File: src/rtl/ntt_pkg.sv
// Shared definitions for the NTT core controllers: sequencer state encoding,
// polynomial geometry and transform mode encoding.
package ntt_pkg;

  localparam int N_COEF  = 256;
  localparam int N_PAIRS = N_COEF / 2;

  localparam logic MODE_NTT  = 1'b0;
  localparam logic MODE_INTT = 1'b1;

  typedef enum logic [2:0] {
    ST_IDLE,
    ST_LOAD,
    ST_KICK,
    ST_RUN,
    ST_DRAIN,
    ST_FINISH
  } seq_state_t;

endpackage

File: src/rtl/seq_timeout_cnt.sv
// Cycle counter that flags the cycle in which LIMIT enabled cycles have
// elapsed since the last clear; shared by the core controllers.
module seq_timeout_cnt #(
  parameter int unsigned      WIDTH = 16,
  parameter logic [WIDTH-1:0] LIMIT = '1
) (
  input  logic clk,
  input  logic rst_n,
  input  logic clear_i,
  input  logic en_i,
  output logic expired_o
);

  localparam logic [WIDTH-1:0] LAST = LIMIT - 1'b1;

  logic [WIDTH-1:0] count_q, count_d;

  // NOTE: count_d gets a default before any branch so no path leaves it unassigned (no latch).
  always_comb begin
    count_d = count_q;
    if (clear_i) begin
      count_d = '0;
    end else if (en_i) begin
      count_d = count_q + 1'b1;
    end
  end

  // NOTE: non-blocking assignment so every flop samples pre-edge values.
  always_ff @(posedge clk or negedge rst_n) begin
    if (!rst_n) begin
      count_q <= '0;
    end else begin
      count_q <= count_d;
    end
  end

  assign expired_o = en_i && (count_q == LAST);

endmodule

File: src/rtl/ntt_host_sequencer.sv
// Host-side sequencer for the NTT/INTT core: loads one polynomial as address
// pairs, releases start, and forwards the core's result pairs as a stream.
module ntt_host_sequencer #(
  parameter int          N_PAIRS = 128,
  parameter logic [15:0] TIMEOUT = 16'd65535
) (
  input  logic        clk,
  input  logic        rst,
  input  logic        cmd_valid,
  output logic        cmd_ready,
  input  logic        cmd_mode,
  input  logic        s_valid,
  output logic        s_ready,
  input  logic [15:0] s_data_a,
  input  logic [15:0] s_data_b,
  output logic        m_valid,
  output logic [15:0] m_data_a,
  output logic [15:0] m_data_b,
  output logic        m_last,
  output logic        core_start,
  output logic        core_mode,
  output logic        core_we,
  output logic [7:0]  core_addr_a,
  output logic [7:0]  core_addr_b,
  output logic [15:0] core_data_a,
  output logic [15:0] core_data_b,
  input  logic        core_cal_done,
  input  logic        core_done,
  input  logic [15:0] core_data_out1,
  input  logic [15:0] core_data_out2,
  output logic        busy,
  output logic        irq,
  output logic        err
);

  import ntt_pkg::*;

  localparam logic [7:0] LAST_IDX = 8'(N_PAIRS - 1);

  seq_state_t  state_q, state_d;
  logic [7:0]  k_q, k_d;
  logic [7:0]  rcnt_q, rcnt_d;
  logic        cmd_ready_q, cmd_ready_d;
  logic        s_ready_q, s_ready_d;
  logic        m_valid_q, m_valid_d;
  logic [15:0] m_data_a_q, m_data_a_d;
  logic [15:0] m_data_b_q, m_data_b_d;
  logic        m_last_q, m_last_d;
  logic        core_start_q, core_start_d;
  logic        core_mode_q, core_mode_d;
  logic        core_we_q, core_we_d;
  logic [7:0]  core_addr_a_q, core_addr_a_d;
  logic [7:0]  core_addr_b_q, core_addr_b_d;
  logic [15:0] core_data_a_q, core_data_a_d;
  logic [15:0] core_data_b_q, core_data_b_d;
  logic        busy_q, busy_d;
  logic        irq_q, irq_d;
  logic        err_q, err_d;

  logic cmd_acc, beat_acc, capture, last_result, timeout_hit;

  // Handshakes use the registered ready, so nothing is accepted in the first cycle after reset.
  assign cmd_acc     = cmd_valid && cmd_ready_q;
  assign beat_acc    = s_valid && s_ready_q;
  assign capture     = core_cal_done && (state_q == ST_RUN || state_q == ST_DRAIN);
  assign last_result = (rcnt_q == LAST_IDX);

  seq_timeout_cnt #(
    .WIDTH (16),
    .LIMIT (TIMEOUT)
  ) u_timeout (
    .clk       (clk),
    .rst_n     (rst),
    .clear_i   (state_q != ST_RUN),
    .en_i      (state_q == ST_RUN),
    .expired_o (timeout_hit)
  );

  always_comb begin
    state_d       = state_q;
    k_d           = k_q;
    rcnt_d        = rcnt_q;
    err_d         = err_q;
    irq_d         = 1'b0;
    core_mode_d   = core_mode_q;
    core_we_d     = 1'b0;
    core_addr_a_d = core_addr_a_q;
    core_addr_b_d = core_addr_b_q;
    core_data_a_d = core_data_a_q;
    core_data_b_d = core_data_b_q;
    m_valid_d     = 1'b0;
    m_last_d      = 1'b0;
    m_data_a_d    = m_data_a_q;
    m_data_b_d    = m_data_b_q;

    if (capture) begin
      m_valid_d  = 1'b1;
      m_data_a_d = core_data_out1;
      m_data_b_d = core_data_out2;
      m_last_d   = last_result;
      rcnt_d     = rcnt_q + 8'd1;
    end

    case (state_q)
      ST_IDLE: begin
        if (cmd_acc) begin
          core_mode_d = cmd_mode;
          err_d       = 1'b0;
          k_d         = '0;
          rcnt_d      = '0;
          state_d     = ST_LOAD;
        end
      end
      ST_LOAD: begin
        if (beat_acc) begin
          core_we_d     = 1'b1;
          core_addr_a_d = {k_q[6:0], 1'b0};
          core_addr_b_d = {k_q[6:0], 1'b1};
          core_data_a_d = s_data_a;
          core_data_b_d = s_data_b;
          k_d           = k_q + 8'd1;
          if (k_q == LAST_IDX) begin
            state_d = ST_KICK;
          end
        end
      end
      // The final write is already registered; KICK only lets it land with start still high.
      ST_KICK: state_d = ST_RUN;
      ST_RUN: begin
        if (core_cal_done) begin
          state_d = last_result ? ST_FINISH : ST_DRAIN;
        end else if (timeout_hit) begin
          err_d   = 1'b1;
          irq_d   = 1'b1;
          state_d = ST_IDLE;
        end
      end
      ST_DRAIN: begin
        if (!core_cal_done) begin
          err_d   = 1'b1;
          state_d = ST_FINISH;
        end else if (last_result) begin
          state_d = ST_FINISH;
        end
      end
      ST_FINISH: begin
        if (core_done) begin
          irq_d   = 1'b1;
          state_d = ST_IDLE;
        end
      end
      default: state_d = ST_IDLE;
    endcase

    // Status outputs are registered copies of the state being entered.
    cmd_ready_d  = (state_d == ST_IDLE);
    s_ready_d    = (state_d == ST_LOAD);
    core_start_d = (state_d == ST_LOAD) || (state_d == ST_KICK);
    busy_d       = (state_d != ST_IDLE);
  end

  always_ff @(posedge clk or negedge rst) begin
    if (!rst) begin
      state_q       <= ST_IDLE;
      k_q           <= '0;
      rcnt_q        <= '0;
      cmd_ready_q   <= 1'b0;
      s_ready_q     <= 1'b0;
      m_valid_q     <= 1'b0;
      m_data_a_q    <= '0;
      m_data_b_q    <= '0;
      m_last_q      <= 1'b0;
      core_start_q  <= 1'b0;
      core_mode_q   <= MODE_NTT;
      core_we_q     <= 1'b0;
      core_addr_a_q <= '0;
      core_addr_b_q <= '0;
      core_data_a_q <= '0;
      core_data_b_q <= '0;
      busy_q        <= 1'b0;
      irq_q         <= 1'b0;
      err_q         <= 1'b0;
    end else begin
      state_q       <= state_d;
      k_q           <= k_d;
      rcnt_q        <= rcnt_d;
      cmd_ready_q   <= cmd_ready_d;
      s_ready_q     <= s_ready_d;
      m_valid_q     <= m_valid_d;
      m_data_a_q    <= m_data_a_d;
      m_data_b_q    <= m_data_b_d;
      m_last_q      <= m_last_d;
      core_start_q  <= core_start_d;
      core_mode_q   <= core_mode_d;
      core_we_q     <= core_we_d;
      core_addr_a_q <= core_addr_a_d;
      core_addr_b_q <= core_addr_b_d;
      core_data_a_q <= core_data_a_d;
      core_data_b_q <= core_data_b_d;
      busy_q        <= busy_d;
      irq_q         <= irq_d;
      err_q         <= err_d;
    end
  end

  assign cmd_ready   = cmd_ready_q;
  assign s_ready     = s_ready_q;
  assign m_valid     = m_valid_q;
  assign m_data_a    = m_data_a_q;
  assign m_data_b    = m_data_b_q;
  assign m_last      = m_last_q;
  assign core_start  = core_start_q;
  assign core_mode   = core_mode_q;
  assign core_we     = core_we_q;
  assign core_addr_a = core_addr_a_q;
  assign core_addr_b = core_addr_b_q;
  assign core_data_a = core_data_a_q;
  assign core_data_b = core_data_b_q;
  assign busy        = busy_q;
  assign irq         = irq_q;
  assign err         = err_q;

endmodule

File: config.mk
export PLATFORM = sky130hd
export DESIGN_NAME = ntt_host_sequencer
export DESIGN_NICKNAME = d
export VERILOG_FILES = /design/src/rtl/ntt_pkg.sv /design/src/rtl/seq_timeout_cnt.sv /design/src/rtl/ntt_host_sequencer.sv
export SDC_FILE = /design/constraint.sdc
export NUM_CORES = 1
export LEC_CHECK = 0
export ABC_AREA = 1
export BUFFER_PORTS_ARGS = -buffer_cell sky130_fd_sc_hd__buf_4
export CAP_MARGIN = 5
export CORE_MARGIN = 8
export CORE_UTILIZATION = 55
export CTS_CLUSTER_DIAMETER = 80
export DETAILED_ROUTE_END_ITERATION = 8
export PLACE_DENSITY = 0.95
export SLEW_MARGIN = 20
export SYNTH_ARGS = -nofsm -noshare
export SYNTH_HDL_FRONTEND = slang
export SYNTH_SLANG_ARGS = --single-unit
File: constraint.sdc
create_clock -name clk -period 2.35 [get_ports clk]
set_input_delay 0.47 -clock clk [delete_from_list [all_inputs] [get_ports clk]]
set_output_delay 0.47 -clock clk [all_outputs]
set_load 0.05 [all_outputs]
Word level (Yosys, flattened, before mapping). Cells that the tools add are included.

Add/subtract/negate cells: 3. Eq/ne operators: 16. Mux-type cells: 31. Reductions and logical operators: 16.

Operators with widths (count): $mux W8 (5); $mux W16 (2); $mux W3 (8); $pmux W3 S6 (1); $add A16 B1 Y16 const B (1); $add A8 B1 Y8 const B (2); $eq A16 B16 Y1 const B (1); $eq A8 B7 Y1 const B (2); $pmux W8 S2 (1); $mux W1 (12); $ne A2 B2 Y1 const B (5); $eq A3 B2 Y1 const B (3); $eq A3 B1 Y1 const B (2); $eq A3 B3 Y1 const B (2); $logic_not A3 Y1 (2); $reduce_bool A3 Y1 (2); $reduce_and A5 Y1 (1); $logic_and A1 B1 Y1 (4); $reduce_and A2 Y1 (2); $reduce_bool A2 Y1 (2); $ne A3 B2 Y1 const B (1); $pmux W1 S3 (1); $reduce_and A3 Y1 (1); $logic_or A1 B1 Y1 (2); $pmux W1 S2 (1).

Bits in registers: 124. Input bits: 71. Output and inout port bits: 90. Word-level logic and storage cells: 86.

Depth between registers and ports, before layout. Gate-level depths: netlist of the first run.

Depth in word-level cells: 7. Depth in mapped cells: 11. Depth with buffers taken out: 11.

Cells and area by module. From an unflattened synthesis of the first run, not the netlist that was laid out.

Cells, all modules: 636. Area, all modules: 5300.1 µm².

By module, submodules not included: ntt_host_sequencer (times used 1, cells an instance 505, area each 4342.9 µm², seq. area each 2527.4 µm²); seq_timeout_cnt (times used 1, cells an instance 131, area each 957.2 µm², seq. area each 400.4 µm²).

Worst setup path before layout of the first run. No wires, ideal clock.

Kind: register to register. Start point: reg cmd_ready_q (netlist: cmd_ready). End point: reg busy_q (netlist: busy). Arrival: 1.357 ns. Slack: 0.874 ns. Cell stages (with the launch flop): 10. Cell sequence: dfrtp_1 -> nand2_1 -> inv_1 -> nand3_1 -> buf_2 -> nand3_1 -> nor2_1 -> nand2_1 -> nor2_1 -> nand2_1.

Word-level cells in the longest chain between the ends: 4.

RTL lines: from (decl) (RTL line ntt_host_sequencer.sv:43) `logic cmd_ready_q, cmd_ready_d;`; from (signal assigned) (RTL line ntt_host_sequencer.sv:187) `cmd_ready_q <= cmd_ready_d;`; $logic_and A1 B1 Y1 (RTL line ntt_host_sequencer.sv:63) `assign cmd_acc = cmd_valid && cmd_ready_q;`; $mux W3 (RTL line ntt_host_sequencer.sv:106) `if (cmd_acc) begin`; $pmux W3 S6 (RTL line ntt_host_sequencer.sv:104) `case (state_q)`; $reduce_bool A3 Y1 (RTL line ntt_host_sequencer.sv:159) `busy_d = (state_d != ST_IDLE);`; via busy_d (RTL line ntt_host_sequencer.sv:56) `logic busy_q, busy_d;`; to (signal assigned) (RTL line ntt_host_sequencer.sv:200) `busy_q <= busy_d;`; to (decl) (RTL line ntt_host_sequencer.sv:56).

The timed path passes the listed nets, and every way through them passes these cells. A chain may end at the register's enable or synchronous reset.

Worst setup path in the final report of the first run.
Start point: reg state_q[0]. End point: reg rcnt_q[6].

Word-level cells in the longest chain between the ends: 6. Elaborated cells on any way between the ends: 8. Classes of those cells: eq/ne: 2; mux: 3; reduce/logical: 3.

RTL lines: from (decl) (RTL line ntt_host_sequencer.sv:40) `seq_state_t state_q, state_d;`; from (signal assigned) (RTL line ntt_host_sequencer.sv:184) `state_q <= state_d;`; $eq A3 B2 Y1 or $eq A3 B3 Y1 (tied branches) (RTL line ntt_host_sequencer.sv:65) `assign capture = core_cal_done && (state_q == ST_RUN || state_q == ST_DRAIN);`; $logic_or A1 B1 Y1 (RTL line ntt_host_sequencer.sv:65); $logic_and A1 B1 Y1 (RTL line ntt_host_sequencer.sv:65); $mux W8 (RTL line ntt_host_sequencer.sv:96) `if (capture) begin`; $mux W8 (RTL line ntt_host_sequencer.sv:106); $mux W8 * (RTL line ntt_host_sequencer.sv:104); via rcnt_d[6] (RTL line ntt_host_sequencer.sv:42) `logic [7:0] rcnt_q, rcnt_d;`; to (signal assigned) (RTL line ntt_host_sequencer.sv:186) `rcnt_q <= rcnt_d;`; to (decl) (RTL line ntt_host_sequencer.sv:42).

The timed path passes the listed nets; every way through them passes the cells marked *.

==> reports/metrics.yaml, run 1 <==
fin_crit_sh: 0.9121
p_clk_frac: 0.269
finalMaxSlewViolations: 0
p_leak_uw: 0.003834
crit_path_top_delay_cell: "dfrtp_1"
drive_above_1_share: 0.2582
path_max_fanout: 44
crit_type: "reg2reg"
crit_family: "simple AND/OR/NAND/NOR gates"
cts_sinks: 117
hp-start: "s_data_b[4]"
synthesis.nets: 698
overflow: 0
drt_pass1_iterations: 6
cts_buffers: 17
synth_top_area_frac: 0.5745
yosysWarnings: 0
cts_resized: 0
power.density_nw_per_um2: 1456
path_buf_inv: 1
fp.dieH_um: 112.3
arrival_ns: 2.59
synth.distinct_cells: 29
synthFlopType: "dfrtp_1"
start_kind: "flop"
async_flop_share: 1.000
multi_input_area_um2: 1831
fin_crit_ns: 2.143
rr_worst_depth: 9
synth_xor_area_frac: 0.006875
tightest_slew_ns: 0.6508
yosysMostFrequentCell: "nand2_1"
viasPerCell: 5.334
irDropWorstVdd_uv: 919.8
core_um2: 9109
clk_path_buf_depth: 2
syn2layout_area_growth_pct: 36.53
switchingPower_uw: 4557
register_area_um2: 2928
rows: 35
place_congestion: 0.8858
drv_cap: 0
cp_num_cells: 9
dp.cells: 872
insertion_delay_ns: 0.52
hold_path_class: "in2reg"
ys_seq_area_frac: 0.5745
rsz0062_at_grt: "false"
port_buffers: 159
finalHoldViolCount: 0
synth-edff-count: 0
dieArea_um2: 12600
synth_top_family_by_area: "simple AND/OR/NAND/NOR gates"
hpwlAfterDp_mm: 10.12
syn_area_um2: 5096
synth_top_area_cell: "dfrtp_1"
synthCells: 623
synth_seq_cells: 117
grt_pass1_wl_mm: 24.12
grt_max_degree: 81
synthAdderAreaFrac: 0.009821
pwr-share-seq: 0.308
whs_path_depth: 3
cp-end-kind: "flop"
ys_top_cells_by_area: "dfrtp_1 (57%), nand2_1 (21%), nor2_1 (4.2%), inv_1 (3.2%), nand3_1 (2.3%)"
path_clk_slew_ns: 0.06
n_antenna_cell: 0
fin_setup_tns_ns: 0
p_comb_frac: 0.423
grt_use_total: 0.2396
timing.rr.start: "state_q[0]"
slew_headroom: 0.5655
cts_root_buffer: "clkbuf_8"
post-route-drc-count: 0
grt_pass1_vias: 5090
p_int_uw: 5574
fillers: 569
cts_tree: "done"
wl_mm: 15.03
final_cells: 905
fmax_ghz: 0.4666
fin_skew_ns: 0.01165
path_cells: "nor2_1, nand2_1, nand2_1, nand2_2, inv_4, nand3_1, nand2_1, nand2_1, nor2_1"
synth_compound_area_frac: 0.03879
syn_avg_cell_area_um2: 8.180
start_util: 0.5595
design.portCount: 161
netlist_top_cells_count: "nand2_1 (283), dfrtp_1 (117), nor2_1 (57)"
startpoint: "state_q[0]"
die_w_um: 112.3
max_stage_delay_ns: 0.46
nets: 856
cp_common_cell: "nand2_1"
antenna_left: 0
setup_viol: 0
cp.required_ns: 2.79
swShare: 0.4498
drtIter0Drc: 409
wl_per_cell_um: 16.61
yosys.area_share.simple: 0.3030
dr_total_vias: 4827
status: "finished, final reports clean"
synth.mux.area_fraction: 0
antenna_found_initial: 0
cts_htree_levels: 4
[logic make-up after synthesis]
group                      Yosys count
and+or+nand+nor                    386
xor gates and xnor gates             4
adders and majority gates            4
buffers and inverters               73
AOI/OAI and AO/OA                   38
DFF                                117
other                                1
[worst reg2reg max path, cell delays in order (launching register included)]
cell and delay [ns]:
dfrtp_1 0.46, nor2_1 0.27, nand2_1 0.17, nand2_1 0.13, nand2_2 0.21, inv_4 0.40, nand3_1 0.18, nand2_1 0.09
nand2_1 0.05, nor2_1 0.11
[final cells by class]
cell class                 instances  share of cell area
multi-input combinational        433              0.2631
sequential                       117              0.4208
timing repair buffer             165              0.1802
tap                              111             0.01996
clock inverter                    14             0.02877
clock buffer                      18             0.06150
inverter                          47             0.02571
[per-layer routing]
layer / track usage / wire [um] / vias up
li1: - / - / 2238
met1: 0.2568 / 5468 / 2278
met2: 0.4271 / 8000 / 269
met3: 0.06280 / 1048 / 42
met4: 0.1223 / 513 / 0
met5: 0 / 0 / -
[repair_timing]
item / in CTS / in global routing
setup buffers: 0 / 0
hold buffers: 1 / 0
hold endpoints to repair: 6 / 0
[sequential cells by signal (all words and copies together), names as in the netlist, 3 cells and up]
register and cells:
u_timeout.count_q 16, core_addr_b 8, rcnt_q 8, core_data_a 16, core_data_b 16, state_q 3
k_q 8, m_data_a 16, m_data_b 16
[placed cells by master (no fill, tap or decap), types with 4 or more instances in the layout]
master | synthesis | routed
nor2_1 | 57 | 57
bufinv_16 | 0 | 4
nor3_1 | 7 | 7
nand3_1 | 23 | 23
nand2_1 | 283 | 283
a21oi_1 | 14 | 14
clkbuf_16 | 0 | 16
buf_4 | 11 | 163
nand4_1 | 9 | 9
dfrtp_1 | 117 | 117
inv_1 | 43 | 43
ha_1 | 4 | 4
o21ai_0 | 20 | 20
[stage by stage]
step	total power [uW]	utilization	setup slack, ns	instance area, um^2	hold slack (ns)
final	10130	0.7639	0.2066	6958	0.1444
after global routing	10520	0.7639	0.04914	6958	0.1333
after CTS	10160	0.7639	0.2854	6958	0.1348
after detailed placement	7374	0.6938	0.3868	6320	0.3003
after global placement	7240	0.6938	0.4946	6320	0.2964
after floorplan	5978	-	0.8745	5096	0.1744
[worst paths after layout]
path	end	slack, ns
setup / recovery	rcnt_q[6]	0.21
hold / removal	core_data_b[4]	0.14
setup reg to reg	rcnt_q[6]	0.21
hold reg to reg	core_data_b[4]	0.48
max in group asynchronous	core_data_a[12]	1.43
min in group asynchronous	core_data_b[11]	0.31
[power groups by stage]
stage               clock (uW)  sequential, uW  combinational [uW]
finish                    2720            3120                4290
global route              2840            3180                4500
CTS                       2740            3110                4310
detailed placement           0            3110                4270
global placement             0            3080                4160
floorplan                    0            4930                1050
(Power assumes the default switching activity.)
==> run 2: changes to the inputs <==
--- a/config.mk
+++ b/config.mk
@@ -13,6 +13,7 @@
 export CTS_CLUSTER_DIAMETER = 80
 export DETAILED_ROUTE_END_ITERATION = 8
 export PLACE_DENSITY = 0.95
+export RECOVER_POWER = 100
 export SLEW_MARGIN = 20
 export SYNTH_ARGS = -nofsm -noshare
 export SYNTH_HDL_FRONTEND = slang
==> run 2 against run 1 <==
  * Register-to-register slack worse by 0.04 ns
  * Sequential cell count stayed put
  * Largest cell class unchanged
  * Utilization is 4.0 points lower
==> reports/metrics.yaml, run 2 (synthesis results as in run 1) <==
arrival_ns: 2.61  # +0.02 ns
final_cell_mix: "nand2_1 (284), dfrtp_1 (117), clkbuf_1 (91), buf_4 (70), nor2_1 (57)"
drt_pass1_iterations: 6  # unchanged
place_congestion: 0.8858  # unchanged
dieArea_um2: 12600  # unchanged
register_area_um2: 2928  # unchanged
cts_hold_buf: 1  # unchanged
post-route-drc-count: 0  # unchanged
fmax_ghz: 0.4576  # -1.9%
finalMaxSlewViolations: 0  # unchanged
cts_resized: 0  # unchanged
slew_headroom: 0.2913  # -0.2742
fin_crit_sh: 0.9300  # +0.01793
viasPerCell: 5.331  # about the same
antenna_left: 0  # unchanged
cts_buffers: 17  # unchanged
hold_ws_ns: 0.1433  # -0.001170 ns
fin_skew_ns: 0.01298  # +0.001330 ns
port_buffers: 159  # unchanged
drv_cap: 0  # unchanged
layout_commonest_cell: "nand2_1"
design_area_um2: 6590  # -5.3%
path_max_fanout: 14  # -68%
setup_viol: 0  # unchanged
crit_path_top_delay_cell: "nand2_1"
grt_max_degree: 81  # unchanged
p_comb_frac: 0.393  # -0.030
rsz0062_at_grt: "false"
cts_tree: "done"
dr_total_vias: 4825  # -0.041%
path_cells: "nor2_1, nand3_1, nand2_1, nand2_1, xor2_1, nor2_1"
drtIter0Drc: 406  # -0.73%
tightest_slew_ns: 1.063  # +0.4123 ns
grt_use_total: 0.2396  # unchanged
multi_input_area_um2: 1822  # -0.48%
cts_root_buffer: "clkbuf_8"
swShare: 0.4732  # +0.02333
grt_pass1_vias: 5090  # unchanged
status: "finished, final reports clean"
die_w_um: 112.3  # unchanged
core_um2: 9109  # unchanged
wl_mm: 14.99  # -0.29%
final_cells: 905  # unchanged
finalHoldViolCount: 0  # unchanged
grt_pass1_wl_mm: 24.12  # unchanged
cp-end-kind: "flop"
rows: 35  # unchanged
dp.cells: 872  # unchanged
fin_setup_tns_ns: 0  # unchanged
post-cts-setup-buffers: 0  # unchanged
cts_sinks: 117  # unchanged
start_kind: "flop"
overflow: 0  # unchanged
antenna_found_initial: 0  # unchanged
switchingPower_uw: 4543  # -0.31%
syn2layout_area_growth_pct: 29.31
irDropWorstVdd_uv: 851.1  # -7.5%
max_stage_delay_ns: 0.50  # +0.04 ns
fp.dieH_um: 112.3  # unchanged
fillers: 677  # +19%
design.portCount: 161  # unchanged
p_total_uw: 9602  # -5.2%
hpwlAfterDp_mm: 10.12  # unchanged
p_int_uw: 5059  # -9.2%
crit_type: "reg2reg"
cp.required_ns: 2.78  # about the same
clk_path_buf_depth: 2  # unchanged
n_antenna_cell: 0  # unchanged
power.density_nw_per_um2: 1457  # about the same
cts_htree_levels: 4  # unchanged
hold_path_class: "in2reg"
path_clk_slew_ns: 0.06  # about the same
dpl-instance-area_um2: 6320  # unchanged
path_buf_inv: 0  # -1
p_clk_frac: 0.284  # +0.015
insertion_delay_ns: 0.52  # about the same
start_util: 0.5595  # unchanged
wl_per_cell_um: 16.56  # -0.29%
p_leak_uw: 0.003470  # -9.5%
nets: 856  # unchanged
fin_crit_ns: 2.186  # +0.04214 ns
crit_family: "simple AND/OR/NAND/NOR gates"
drive_above_1_share: 0.1423  # -0.1159
pwr-share-seq: 0.323  # +0.015
==> run 2: power groups by stage <==
stage                     Combinational (uW)  Sequential, uW  Clock, uW
after floorplan                         1050            4930          0
after global placement                  4160            3080          0
after detailed placement                4270            3110          0
after CTS                               4310            3110       2740
after global routing                    3980            3170       2840
final                                   3770            3110       2720
==> run 2: per-layer routing <==
metal	wire length [um]	vias up	global-route usage
met5	0	-	0
met3	991	40	0.06280
met1	5558	2289	0.2568
met2	7947	257	0.4271
li1	-	2239	-
met4	489	0	0.1223
==> run 2: path summary, 6_finish.rpt <==
path,startpoint,to,slack [ns],cells after the start
worst min-delay path,core_data_out2[9],m_data_b[9],0.14,3
worst max register to register,state_q[0],k_q[3],0.16,6
worst min register to register,core_data_b[4],core_data_b[4],0.47,2
max in group asynchronous,rst,core_addr_b[6],0.54,3
worst max-delay path,state_q[0],k_q[3],0.16,6
min in group asynchronous,rst,core_data_b[11],0.38,2
==> run 2: through the flow <==
stage | utilization | worst slack (ns)
after floorplan | - | 0.8745
after global placement | 0.6938 | 0.4946
after detailed placement | 0.6938 | 0.3868
after CTS | 0.7639 | 0.2854
after global routing | 0.7235 | 0.03711
final | 0.7235 | 0.1645
==> run 2: worst min-delay path, cell delays in order <==
cell	delay, ns
buf_4	0.08
nand2_1	0.04
nand2_1	0.04
==> run 2: cell type report <==
type | count | share of cell area
sequential | 117 | 0.4443
tap | 111 | 0.02107
multi-input combinational | 433 | 0.2764
inverter | 47 | 0.02715
clock buffer | 18 | 0.06493
clock inverter | 14 | 0.03038
timing repair buffer | 165 | 0.1358
==> run 3: changes to the inputs <==
--- a/config.mk
+++ b/config.mk
@@ -5,14 +5,13 @@
 export SDC_FILE = /design/constraint.sdc
 export NUM_CORES = 1
 export LEC_CHECK = 0
-export ABC_AREA = 1
 export BUFFER_PORTS_ARGS = -buffer_cell sky130_fd_sc_hd__buf_4
 export CAP_MARGIN = 5
 export CORE_MARGIN = 8
-export CORE_UTILIZATION = 55
+export CORE_UTILIZATION = 54
 export CTS_CLUSTER_DIAMETER = 80
 export DETAILED_ROUTE_END_ITERATION = 8
-export PLACE_DENSITY = 0.95
+export PLACE_DENSITY = 0.94
 export RECOVER_POWER = 100
 export SLEW_MARGIN = 20
 export SYNTH_ARGS = -nofsm -noshare
==> run 3 against run 2 <==
  * Hold slack improved by 0.0047 ns
  * Critical path depth decreased by 2
  * Critical endpoint is now busy
  * The flow now finishes with violations (slew limit)
  * Utilization decreased by 0.95 points
  * Clock power decreased by 2%
==> reports/metrics.yaml, run 3 <==
synth-edff-count: 0  # unchanged
final_cell_mix: "nand2_1 (134), dfrtp_1 (117), clkbuf_1 (92), buf_4 (73), nor2_1 (31)"
die_w_um: 111.7  # -0.53%
status: "finished, violations left"
fp.dieH_um: 111.7  # -0.53%
antenna_left: 0  # unchanged
core_um2: 9065  # -0.48%
path_clk_slew_ns: 0.06  # about the same
synth_top_area_frac: 0.5924  # +0.01789
p_comb_frac: 0.408  # +0.015
power.density_nw_per_um2: 1517  # +4.1%
grt_util_met2: 0.3744  # -0.05274
fin_setup_tns_ns: 0  # unchanged
grt_max_degree: 118  # +46%
viasPerCell: 5.279  # -0.99%
finalHoldViolCount: 0  # unchanged
post-route-drc-count: 0  # unchanged
syn_area_um2: 4942  # -3.0%
wl_mm: 12.80  # -15%
synth_top_area_cell: "dfrtp_1"
nets: 694  # -19%
pwr-share-seq: 0.320  # -0.003
yosysMostFrequentCell: "nand2_1"
cts_tree: "done"
drv_cap: 0  # unchanged
failed_checks: "slew limit"
drtIter0Drc: 170  # -58%
grt_pass1_vias: 4385  # -14%
p_clk_frac: 0.272  # -0.012
arrival_ns: 2.48  # -0.13 ns
insertion_delay_ns: 0.51  # about the same
fin_crit_sh: 0.8970  # -0.03300
n_antenna_cell: 0  # unchanged
grt_pass1_wl_mm: 21.53  # -11%
gr-max-usage-layer: "met2"
synth.distinct_cells: 49  # +69%
ys_top_cells_by_area: "dfrtp_1 (59%), nand2_1 (10%), mux2_2 (6.8%), xnor2_1 (2.5%), nor2_1 (2.4%)"
cp.required_ns: 2.72  # -0.06 ns
yosysWarnings: 0  # unchanged
synthFlopType: "dfrtp_1"
netlist_top_cells_count: "nand2_1 (134), dfrtp_1 (117), nor2_1 (31)"
p_total_uw: 9816  # +2.2%
timing.final.ws_setup_ns: 0.2420  # +0.07754 ns
use_met1: 0.2320  # -0.02473
design_area_um2: 6472  # -1.8%
crit_type: "reg2reg"
wl_per_cell_um: 17.23  # +4.1%
synth_seq_cells: 117  # unchanged
cts_htree_levels: 4  # unchanged
p_leak_uw: 0.003113  # -10%
tightest_slew_ns: 1.508  # +0.4446 ns
rows: 35  # unchanged
path_max_fanout: 9  # -5
dr_total_vias: 3922  # -19%
post-cts-setup-buffers: 0  # unchanged
syn_avg_cell_area_um2: 10.79  # +32%
syn2layout_area_growth_pct: 30.96
fmax_ghz: 0.4744  # +3.7%
final_util: 0.7140  # -0.009479
cts_buffers: 17  # unchanged
place_congestion: 0.9120  # +3.0%
synthesis.nets: 533  # -24%
setup_viol: 0  # unchanged
synthCells: 458  # -26%
dieArea_um2: 12470  # -1.1%
dp_slack_ns: 0.4683  # +0.08143 ns
cts_resized: 0  # unchanged
use_met3: 0.08063  # +0.01783
drt_pass1_iterations: 5  # -1
fin_skew_ns: 0.009356  # -0.003624 ns
irDropWorstVdd_uv: 923.4  # +8.5%
hpwlAfterDp_mm: 8.873  # -12%
switchingPower_uw: 4627  # +1.8%
swShare: 0.4714  # -0.001809
ys_seq_area_frac: 0.5924  # +0.01789
antenna_found_initial: 0  # unchanged
dpl-instance-area_um2: 6225  # -1.5%
port_buffers: 159  # unchanged
layout_commonest_cell: "nand2_1"
cp-end-kind: "flop"
fin_crit_ns: 2.108  # -0.07754 ns
async_flop_share: 1.000  # unchanged
start_kind: "flop"
cts_hold_buf: 0  # -1
rsz0062_at_grt: "false"
slew_headroom: -0.005079  # -0.2964
start_util: 0.5452  # -0.01427
clk_path_buf_depth: 2  # unchanged
drive_above_1_share: 0.2310  # +0.08870
cts_root_buffer: "clkbuf_8"
overflow: 0  # unchanged
cts_sinks: 117  # unchanged
hold_path_class: "in2reg"
finalMaxSlewViolations: 117  # +117
grt_use_total: 0.2150  # -0.02459
design.portCount: 161  # unchanged
p_int_uw: 5189  # +2.6%
-- run 3: cell types whose count changed in the layout (fill, tap and decap cells not counted), sizes merged, moves of 13 or more --
cell / previous run / this run
o21ai: 21 / 2
xnor2: 1 / 14
nor2: 57 / 31
nand2: 286 / 134
mux2: 0 / 32
inv: 50 / 13
-- run 3: cell families after synthesis --
group	share of synthesized area
AND/OR/NAND/NOR	0.2116
flip-flops	0.5924
multiplexers	0.07899
buffers and inverters	0.03418
AO/OA/AOI/OAI	0.03291
XOR/XNOR	0.03899
adder cells (fa/ha/maj)	0.01013
other	0.0007588
-- run 3: area by class of cell --
cell class,count,area [um^2]
multi-input combinational,307,1831
inverter,9,33.78
clock buffer,18,417.9
sequential,117,2928
timing repair buffer,167,924.6
fill,688,2592
tap,111,138.9
clock inverter,14,198.9
-- run 3: final timing paths --
| kind | slack, ns | endpoint | cells past startpoint | from |
|---|---|---|---|---|
| setup / recovery | 0.24 | busy | 4 | u_timeout.count_q[2] |
| hold / removal | 0.15 | core_data_a[14] | 3 | s_data_a[14] |
| setup reg to reg | 0.24 | busy | 4 | u_timeout.count_q[2] |
| hold reg to reg | 0.47 | core_data_b[14] | 2 | core_data_b[14] |
| max in group asynchronous | 0.94 | k_q[3] | 2 | rst |
| min in group asynchronous | 0.45 | m_data_b[9] | 2 | rst |
-- run 3: layer usage --
metal	up-vias	wire length (um)
li1	1834	-
met4	0	265
met5	-	0
met2	159	6776
met1	1901	4831
met3	28	929
-- run 3: critical path, cell delays in order, from the launching register on --
cell,delay (ns)
dfrtp_1,0.43
nand4_1,0.38
nor4_4,0.47
o22ai_2,0.17
or4_1,0.53
-- run 3: power by group through the flow --
| stage | Clock [uW] | Combinational [uW] | Sequential [uW] |
|---|---|---|---|
| 4_1_cts | 2700 | 4630 | 3160 |
| 3_3_place_gp | 0 | 4520 | 3130 |
| 2_1_floorplan | 0 | 1000 | 5230 |
| 5_1_grt | 2800 | 4230 | 3220 |
| 3_5_place_dp | 0 | 4620 | 3160 |
| 6_report | 2670 | 4000 | 3140 |
-- run 3: per-stage QoR --
| step | instances | hold slack, ns |
|---|---|---|
| 2_1_floorplan | 458 | 0.1744 |
| 3_3_place_gp | 711 | 0.4515 |
| 3_5_place_dp | 711 | 0.4535 |
| 4_1_cts | 743 | 0.06454 |
| 5_1_grt | 743 | 0.1364 |
| 6_report | 743 | 0.1479 |
